File: src/rtl/pipe_hazard_ctrl_pkg.sv
// Shared pipeline definitions: hazard FSM states, forward selects, register zero.
package pipe_hazard_ctrl_pkg;

  typedef logic [4:0] reg_addr_t;

  typedef enum logic [1:0] {
    ST_RUN   = 2'b00,
    ST_MWAIT = 2'b01,
    ST_ERR   = 2'b10
  } hz_state_e;

  localparam logic [1:0] FWD_RF  = 2'b00;
  localparam logic [1:0] FWD_WB  = 2'b01;
  localparam logic [1:0] FWD_MEM = 2'b10;

  localparam reg_addr_t REG_ZERO = 5'd0;

  // Operand source for one EX read port; the younger MEM result beats WB.
  function automatic logic [1:0] fwd_select(
    input logic      mem_regwr,
    input reg_addr_t mem_rd,
    input logic      wb_regwr,
    input reg_addr_t wb_rd,
    input reg_addr_t src
  );
    if (mem_regwr && (mem_rd != REG_ZERO) && (mem_rd == src)) return FWD_MEM;
    if (wb_regwr && (wb_rd != REG_ZERO) && (wb_rd == src))    return FWD_WB;
    return FWD_RF;
  endfunction

endpackage

File: src/rtl/pipe_hazard_ctrl_if.sv
// Pipeline-side signal bundle between the datapath and the hazard controller.
interface pipe_hazard_ctrl_if;
  import pipe_hazard_ctrl_pkg::*;

  reg_addr_t  id_rs, id_rt;
  reg_addr_t  ex_rs, ex_rt, ex_rd;
  logic       ex_regwr, ex_memreg;
  reg_addr_t  mem_rd;
  logic       mem_regwr;
  reg_addr_t  wb_rd;
  logic       wb_regwr;
  logic       branch_taken;
  logic       mem_req, mem_ack;
  logic       cnt_clr;

  logic        pc_en, ifid_en, idex_en, exmem_en;
  logic        ifid_flush, idex_flush, memwb_bubble;
  logic [1:0]  fwd_a, fwd_b;
  logic        mem_err;
  logic [15:0] stall_cnt;

  modport master (
    output id_rs, id_rt, ex_rs, ex_rt, ex_rd, ex_regwr, ex_memreg,
           mem_rd, mem_regwr, wb_rd, wb_regwr, branch_taken,
           mem_req, mem_ack, cnt_clr,
    input  pc_en, ifid_en, idex_en, exmem_en, ifid_flush, idex_flush,
           memwb_bubble, fwd_a, fwd_b, mem_err, stall_cnt
  );

  modport slave (
    input  id_rs, id_rt, ex_rs, ex_rt, ex_rd, ex_regwr, ex_memreg,
           mem_rd, mem_regwr, wb_rd, wb_regwr, branch_taken,
           mem_req, mem_ack, cnt_clr,
    output pc_en, ifid_en, idex_en, exmem_en, ifid_flush, idex_flush,
           memwb_bubble, fwd_a, fwd_b, mem_err, stall_cnt
  );

endinterface

File: src/rtl/pipe_hazard_ctrl_fwd_unit.sv
// EX operand forwarding; purely combinational, unaffected by stalls.
module fwd_unit
  import pipe_hazard_ctrl_pkg::*;
(
  input  reg_addr_t  ex_rs_i,
  input  reg_addr_t  ex_rt_i,
  input  reg_addr_t  mem_rd_i,
  input  logic       mem_regwr_i,
  input  reg_addr_t  wb_rd_i,
  input  logic       wb_regwr_i,
  output logic [1:0] fwd_a_o,
  output logic [1:0] fwd_b_o
);

  assign fwd_a_o = fwd_select(mem_regwr_i, mem_rd_i, wb_regwr_i, wb_rd_i, ex_rs_i);
  assign fwd_b_o = fwd_select(mem_regwr_i, mem_rd_i, wb_regwr_i, wb_rd_i, ex_rt_i);

endmodule

File: src/rtl/pipe_hazard_ctrl.sv
// Pipeline hazard controller: memory-wait FSM, stall/flush generation,
// stall-cycle counter and operand forwarding.
module pipe_hazard_ctrl
  import pipe_hazard_ctrl_pkg::*;
#(
  parameter int unsigned TIMEOUT = 255
) (
  input logic              clk,
  input logic              rst,
  pipe_hazard_ctrl_if.slave bus
);

  localparam logic [7:0] TIMEOUT_W = 8'(TIMEOUT);

  hz_state_e   state_q, state_d;
  logic [7:0]  wait_cnt_q, wait_cnt_d;
  logic [15:0] stall_cnt_q, stall_cnt_d;
  logic        freeze;
  logic        load_use;

  assign load_use = bus.ex_memreg && bus.ex_regwr && (bus.ex_rd != REG_ZERO) &&
                    ((bus.ex_rd == bus.id_rs) || (bus.ex_rd == bus.id_rt));

  // Memory-wait FSM next state and freeze decode.
  always_comb begin
    // NOTE: every variable gets a default before the case so no path leaves it unassigned (no latch).
    state_d    = state_q;
    wait_cnt_d = wait_cnt_q;
    freeze     = 1'b0;
    unique case (state_q)
      ST_RUN: begin
        freeze = bus.mem_req && !bus.mem_ack;
        if (freeze) begin
          state_d    = ST_MWAIT;
          wait_cnt_d = 8'd1;
        end
      end
      ST_MWAIT: begin
        freeze = bus.mem_req && !bus.mem_ack;
        if (bus.mem_ack) begin
          state_d    = ST_RUN;
          wait_cnt_d = 8'd0;
        end else if (wait_cnt_q == TIMEOUT_W) begin
          state_d = ST_ERR;
        end else begin
          wait_cnt_d = wait_cnt_q + 8'd1;
        end
      end
      ST_ERR: begin
        freeze = 1'b1;
      end
      default: state_d = ST_RUN;
    endcase
  end

  // Pipeline enables and bubbles: freeze > branch flush > load-use stall.
  always_comb begin
    bus.pc_en        = 1'b1;
    bus.ifid_en      = 1'b1;
    bus.idex_en      = 1'b1;
    bus.exmem_en     = 1'b1;
    bus.ifid_flush   = 1'b0;
    bus.idex_flush   = 1'b0;
    bus.memwb_bubble = 1'b0;
    if (freeze) begin
      bus.pc_en        = 1'b0;
      bus.ifid_en      = 1'b0;
      bus.idex_en      = 1'b0;
      bus.exmem_en     = 1'b0;
      bus.memwb_bubble = 1'b1;
    end else if (bus.branch_taken) begin
      bus.ifid_flush = 1'b1;
      bus.idex_flush = 1'b1;
    end else if (load_use) begin
      bus.pc_en      = 1'b0;
      bus.ifid_en    = 1'b0;
      bus.idex_flush = 1'b1;
    end
  end

  // Stall counter next value: clear wins, otherwise saturating count of PC holds.
  always_comb begin
    stall_cnt_d = stall_cnt_q;
    if (bus.cnt_clr)                                 stall_cnt_d = 16'd0;
    else if (!bus.pc_en && (stall_cnt_q != 16'hFFFF)) stall_cnt_d = stall_cnt_q + 16'd1;
  end

  // State registers with synchronous active-low reset.
  always_ff @(posedge clk) begin
    // NOTE: sequential state uses non-blocking assignments so all registers update together.
    if (!rst) begin
      state_q     <= ST_RUN;
      wait_cnt_q  <= 8'd0;
      stall_cnt_q <= 16'd0;
    end else begin
      state_q     <= state_d;
      wait_cnt_q  <= wait_cnt_d;
      stall_cnt_q <= stall_cnt_d;
    end
  end

  assign bus.mem_err   = (state_q == ST_ERR);
  assign bus.stall_cnt = stall_cnt_q;

  fwd_unit u_fwd (
    .ex_rs_i     (bus.ex_rs),
    .ex_rt_i     (bus.ex_rt),
    .mem_rd_i    (bus.mem_rd),
    .mem_regwr_i (bus.mem_regwr),
    .wb_rd_i     (bus.wb_rd),
    .wb_regwr_i  (bus.wb_regwr),
    .fwd_a_o     (bus.fwd_a),
    .fwd_b_o     (bus.fwd_b)
  );

endmodule

File: src/flat_wrapper.sv
// flat-port wrapper written by rule: the top's interface ports become plain ports
module pipe_hazard_ctrl_flat import pipe_hazard_ctrl_pkg::*;
#(
  parameter int unsigned TIMEOUT = 255
)
  (clk, rst, bus_id_rs, bus_id_rt, bus_ex_rs, bus_ex_rt, bus_ex_rd, bus_ex_regwr, bus_ex_memreg, bus_mem_rd, bus_mem_regwr, bus_wb_rd, bus_wb_regwr, bus_branch_taken, bus_mem_req, bus_mem_ack, bus_cnt_clr, bus_pc_en, bus_ifid_en, bus_idex_en, bus_exmem_en, bus_ifid_flush, bus_idex_flush, bus_memwb_bubble, bus_fwd_a, bus_fwd_b, bus_mem_err, bus_stall_cnt);
  pipe_hazard_ctrl_if bus_i ();
  input logic clk;
  input logic rst;
  input wire logic [$bits(bus_i.id_rs)-1:0] bus_id_rs;
  input wire logic [$bits(bus_i.id_rt)-1:0] bus_id_rt;
  input wire logic [$bits(bus_i.ex_rs)-1:0] bus_ex_rs;
  input wire logic [$bits(bus_i.ex_rt)-1:0] bus_ex_rt;
  input wire logic [$bits(bus_i.ex_rd)-1:0] bus_ex_rd;
  input wire logic [$bits(bus_i.ex_regwr)-1:0] bus_ex_regwr;
  input wire logic [$bits(bus_i.ex_memreg)-1:0] bus_ex_memreg;
  input wire logic [$bits(bus_i.mem_rd)-1:0] bus_mem_rd;
  input wire logic [$bits(bus_i.mem_regwr)-1:0] bus_mem_regwr;
  input wire logic [$bits(bus_i.wb_rd)-1:0] bus_wb_rd;
  input wire logic [$bits(bus_i.wb_regwr)-1:0] bus_wb_regwr;
  input wire logic [$bits(bus_i.branch_taken)-1:0] bus_branch_taken;
  input wire logic [$bits(bus_i.mem_req)-1:0] bus_mem_req;
  input wire logic [$bits(bus_i.mem_ack)-1:0] bus_mem_ack;
  input wire logic [$bits(bus_i.cnt_clr)-1:0] bus_cnt_clr;
  output wire logic [$bits(bus_i.pc_en)-1:0] bus_pc_en;
  output wire logic [$bits(bus_i.ifid_en)-1:0] bus_ifid_en;
  output wire logic [$bits(bus_i.idex_en)-1:0] bus_idex_en;
  output wire logic [$bits(bus_i.exmem_en)-1:0] bus_exmem_en;
  output wire logic [$bits(bus_i.ifid_flush)-1:0] bus_ifid_flush;
  output wire logic [$bits(bus_i.idex_flush)-1:0] bus_idex_flush;
  output wire logic [$bits(bus_i.memwb_bubble)-1:0] bus_memwb_bubble;
  output wire logic [$bits(bus_i.fwd_a)-1:0] bus_fwd_a;
  output wire logic [$bits(bus_i.fwd_b)-1:0] bus_fwd_b;
  output wire logic [$bits(bus_i.mem_err)-1:0] bus_mem_err;
  output wire logic [$bits(bus_i.stall_cnt)-1:0] bus_stall_cnt;
  assign bus_i.id_rs = bus_id_rs;
  assign bus_i.id_rt = bus_id_rt;
  assign bus_i.ex_rs = bus_ex_rs;
  assign bus_i.ex_rt = bus_ex_rt;
  assign bus_i.ex_rd = bus_ex_rd;
  assign bus_i.ex_regwr = bus_ex_regwr;
  assign bus_i.ex_memreg = bus_ex_memreg;
  assign bus_i.mem_rd = bus_mem_rd;
  assign bus_i.mem_regwr = bus_mem_regwr;
  assign bus_i.wb_rd = bus_wb_rd;
  assign bus_i.wb_regwr = bus_wb_regwr;
  assign bus_i.branch_taken = bus_branch_taken;
  assign bus_i.mem_req = bus_mem_req;
  assign bus_i.mem_ack = bus_mem_ack;
  assign bus_i.cnt_clr = bus_cnt_clr;
  assign bus_pc_en = bus_i.pc_en;
  assign bus_ifid_en = bus_i.ifid_en;
  assign bus_idex_en = bus_i.idex_en;
  assign bus_exmem_en = bus_i.exmem_en;
  assign bus_ifid_flush = bus_i.ifid_flush;
  assign bus_idex_flush = bus_i.idex_flush;
  assign bus_memwb_bubble = bus_i.memwb_bubble;
  assign bus_fwd_a = bus_i.fwd_a;
  assign bus_fwd_b = bus_i.fwd_b;
  assign bus_mem_err = bus_i.mem_err;
  assign bus_stall_cnt = bus_i.stall_cnt;
  pipe_hazard_ctrl #(.TIMEOUT(TIMEOUT)) u_core (.clk(clk), .rst(rst), .bus(bus_i));
endmodule
File: config.mk
export PLATFORM = sky130hd
export DESIGN_NAME = pipe_hazard_ctrl_flat
export DESIGN_NICKNAME = d
export VERILOG_FILES = /design/src/rtl/pipe_hazard_ctrl_pkg.sv /design/src/rtl/pipe_hazard_ctrl_if.sv /design/src/rtl/pipe_hazard_ctrl_fwd_unit.sv /design/src/rtl/pipe_hazard_ctrl.sv /design/src/flat_wrapper.sv
export SDC_FILE = /design/constraint.sdc
export NUM_CORES = 1
export LEC_CHECK = 0
export CAP_MARGIN = 10
export CORE_MARGIN = 2
export CORE_UTILIZATION = 46
export CTS_CLUSTER_DIAMETER = 50
export DETAILED_ROUTE_END_ITERATION = 6
export HOLD_SLACK_MARGIN = 0.03
export PLACE_DENSITY = 0.85
export SLEW_MARGIN = 0
export SYNTH_ARGS = -nofsm -noshare
export SYNTH_HDL_FRONTEND = slang
export SYNTH_SLANG_ARGS = --single-unit
File: constraint.sdc
create_clock -name clk -period 3.7 [get_ports clk]
set_input_delay 0.74 -clock clk [delete_from_list [all_inputs] [get_ports clk]]
set_output_delay 0.74 -clock clk [all_outputs]
set_load 0.01 [all_outputs]
==> summary.txt <==
Timing
  • Post-Route Skew: roughly 0.0034 ns
  • Max_slew headroom: ~57%
  • Slew Limit Fails: 0
  • Least-Margin Pin Slew: 0.642 ns
  • RSZ-0062 raised after global routing: false
  • Final Setup Violations: 0
  • PnR worst setup slack: 0.118 ns
  • Peak Freq: about 280 MHz
  • Setup TNS: 0 ns
  • Min Tclk post-route: around 3.6 ns
  • Period utilization: between 90% and 100%
  • Final Hold Violating Endpoints: 0

Routing
  • Initial drt markers: 80
  • WL final: 4.42 mm
  • Avg WL per Cell: roughly 13 um
  • Wl on met1: between 1.5 and 2 mm
  • Total number of vias: between 1,500 and 2,000
  • Post-DRT Antenna Nets: 0
  • Post-route DRC: 0
  • Met2 WL: between 2 and 2.5 mm
  • Met3 routed WL: about 250 um
  • First-pass iteration count of the detailed router: 4
  • Top Layer Used: met4
  • Vias per Instance: roughly 5.3

Setup path
  • FF-to-FF End: u_core.bus.stall_cnt[10]
  • Critical Path Max Stage Delay: 0.55 ns
  • Reg-to-Reg Start: u_core.bus.stall_cnt[0]
  • Critical path cell sequence: clkdlybuf4s50_1 > or4_1 > o211ai_1 > or2_1 > o21ai_2 > inv_2 > clkdlybuf4s50_1
  • WP buf/inv: 3
  • Crit end category: output pin
  • WS Path Type: in2out
  • Worst Path Max Fanout: 7
  • CP Launch Point: bus_ex_rd[3]
  • Critical path required time: approximately 3.0 ns
  • Critical path's top delay family: buffers and inverters
  • Number of cells on the worst reg-to-reg path: 8
  • CP Depth: 7
  • Setup crit end: bus_pc_en
  • R2R setup slack: 1.32 ns
  • CP max-delay cell: clkdlybuf4s50_1
  • Worst Setup Start Kind: primary input
  • Arr. time, crit path: 2.84 ns
  • Cell mode on critical path: clkdlybuf4s50_1

Global route
  • Number of global-route vias before repair: around 1,700
  • Overall global routing resource usage: a little over a fifth
  • First-pass GRT wire length: between 7 and 8 mm
  • Largest net degree at the start of global routing: 15
  • Antenna violations before repair: 0
  • GRT overflow: 0

Power and ir drop
  • Pwr Density: 230 mW/mm2
  • Total power: a little over 0.0006 W
  • Maximum vdd drop: around 0.00014 V
  • Leak: just over 0.9 nW

CTS
  • CTS tree: done
  • # H-tree levels: 1
  • Clock transition at the registers of the reported paths: about 0.090 ns
  • Cts bufs inserted: 3
  • Longest Clk Path Bufs: 2
  • Worst skew pair latency: between 0.2 and 0.3 ns
  • Root buf cell: clkbuf_8
  • Clk sinks: 26

Run status
  • Status: completed

Worst hold path
  • Tightest Hold Check Type: reg2reg

Die
  • Initial core utilization: between 40% and 50%
  • Core footprint: 0.00366 mm2
  • Die width: approximately 66 um
  • I/O pins: between 70 and 80
  • # rows: 22
  • Chip height: ~66 um
  • Die area: between 0.004 and 0.005 mm2

Synthesis
  • Syn_area_per_cell: between 8 and 9 um2
  • Yosys warns: 0
  • Syn Nets: 264
  • Netlist cell types: between 40 and 50
  • Mapped Area: 0.00176 mm2
  • Sequential share of the synthesized area: 29.6%
  • Syn Inst Count: 217
  • FF+latch count, synth: 26

Cells and area
  • Register Area: around 520 um2
  • Layout Utilization: a little under three quarters
  • Area Growth Syn to Fin: 49.3%
  • Nets: around 340
  • # diodes: 0
  • Multi-input logic area: 0.00116 mm2
  • Number of fillers in the final layout: between 200 and 300
  • Share of layout cells above drive strength 1: 7.80%

Flow run
  • Maxcap violations: 0

Place
  • I/O Buffers: slightly above 70
  • Dpl ws: -0.0547 ns
  • Gpl congestion: about 0.74
  • DP HPWL: about 3.6 mm
flip-flops by register name, summed over array words and instances (netlist names):
register              count
u_core.wait_cnt_q         8
u_core.bus.stall_cnt     16
u_core.state_q            2
kinds of logic (layout without fill, tap and decap cells):
logic type,after synthesis,after routing,share of synthesized area (%)
flip-flops,26,26,29.6
multiplexers,5,5,2.85
adder cells (fa/ha/maj),2,2,1.42
XOR/XNOR,35,35,17.4
buffers and inverters,15,93,4.62
AND/OR/NAND/NOR,95,95,29.9
AO/OA/AOI/OAI,39,39,14.2
power breakdown:
| group | internal [W] | switching (W) | leakage [nW] |
|---|---|---|---|
| registers | 0.000282 | 0.00000274 | 0.210 |
| clock network | 0.0000949 | 0.0000831 | 0.0288 |
| logic | 0.0000831 | 0.0000588 | 0.669 |
worst register-to-register path, delay by kind of cell, from the launching register on:
kind | cells | cell delay [ns]
buffers and inverters | 1 | 0.29
adder cells (fa/ha/maj) | 1 | 0.20
flip-flops | 1 | 0.43
AO/OA/AOI/OAI | 1 | 0.06
AND/OR/NAND/NOR | 5 | 1.28
metrics by stage:
step / area, um2 / cells / hold WS, ns
after floorplan: 1760 / 217 / 0.458
after global placement: 2560 / 338 / 0.465
after detailed placement: 2560 / 338 / 0.475
after CTS: 2620 / 342 / 0.487
after global routing: 2630 / 343 / 0.522
final: 2630 / 343 / 0.482
repair_timing:
| action | in CTS | in global routing |
|---|---|---|
| resized for setup | 2 | 2 |
| endpoints found under the setup margin | 1 | 3 |
| pin swaps | 1 | 0 |
| hold buffers | 0 | 0 |
| hold endpoints to repair | 0 | 0 |
| gates cloned | 0 | 0 |
| buffers inserted | 0 | 1 |
layout make-up:
cell class	instances	area share, %
clock buffers	4	2.10
inverters	6	0.858
multi-input cells	176	44.3
flip-flops and latches	26	19.8
well taps	48	2.29
repair buffers	83	30.6
metal layers:
metal  up-vias  track usage, %
li1        945               -
met1       821            24.9
met2        53            37.5
met3         8            3.58
met4         0            8.85
met5         -               0
cells in the mapped netlist, drive strengths merged:
master	count	share of area, %
or3	3	1.1
o31ai	8	3.4
and3	3	1.1
a31o	1	0.50
or3b	1	0.50
or2	2	0.71
inv	6	1.3
dfxtp	26	30
a31oi	1	0.36
a21boi	2	0.85
nor4	8	2.8
nor2	17	3.6
o211a	1	0.57
a211oi	1	0.43
ha	2	1.4
nand2	15	3.2
or4	12	5.1
mux2i	5	2.8
o211ai	1	0.43
a21oi	14	4.2
and4	1	0.50
and2	1	0.36
xor2	29	14
nor2b	2	0.71
o2111ai	1	0.50
o21ai	8	2.5
nor3	3	1.4
nand3	11	3.1
buf	7	2.9
nand2b	7	2.5
nand4	9	3.2
a22oi	1	0.43
xnor2	6	3.0
clkbuf	2	0.43
placed cells by master, fill, tap and decap left out, drive strengths merged, types with 2 or more instances in the layout:
cell type      synthesis  layout
ha                     2       2
inv                    6       6
nand2b                 7       7
or4                   12      12
a21boi                 2       2
nand4                  9       9
xnor2                  6       6
nor3                   3       3
and3                   3       3
nand3                 11      11
mux2i                  5       5
o21ai                  8       8
clkdlybuf4s50          0      70
or2                    2       2
dfxtp                 26      26
or3                    3       3
a21oi                 14      14
clkbuf                 2       4
nor2b                  2       2
nand2                 15      15
xor2                  29      29
nor4                   8       8
nor2                  17      17
buf                    7      11
o31ai                  8       8
worst min path at each step:
stage | startpoint | end | slack [ns] | depth (start not counted)
floorplan | u_core.wait_cnt_q[7] | u_core.wait_cnt_q[7] | 0.46 | 2
global placement | u_core.bus.stall_cnt[9] | u_core.bus.stall_cnt[9] | 0.47 | 2
detailed placement | u_core.bus.stall_cnt[11] | u_core.bus.stall_cnt[11] | 0.47 | 2
CTS | u_core.bus.stall_cnt[11] | u_core.bus.stall_cnt[11] | 0.49 | 2
global route | u_core.bus.stall_cnt[15] | u_core.bus.stall_cnt[15] | 0.52 | 2
finish | u_core.bus.stall_cnt[11] | u_core.bus.stall_cnt[11] | 0.48 | 2
Power figures use the tool's default switching activity.
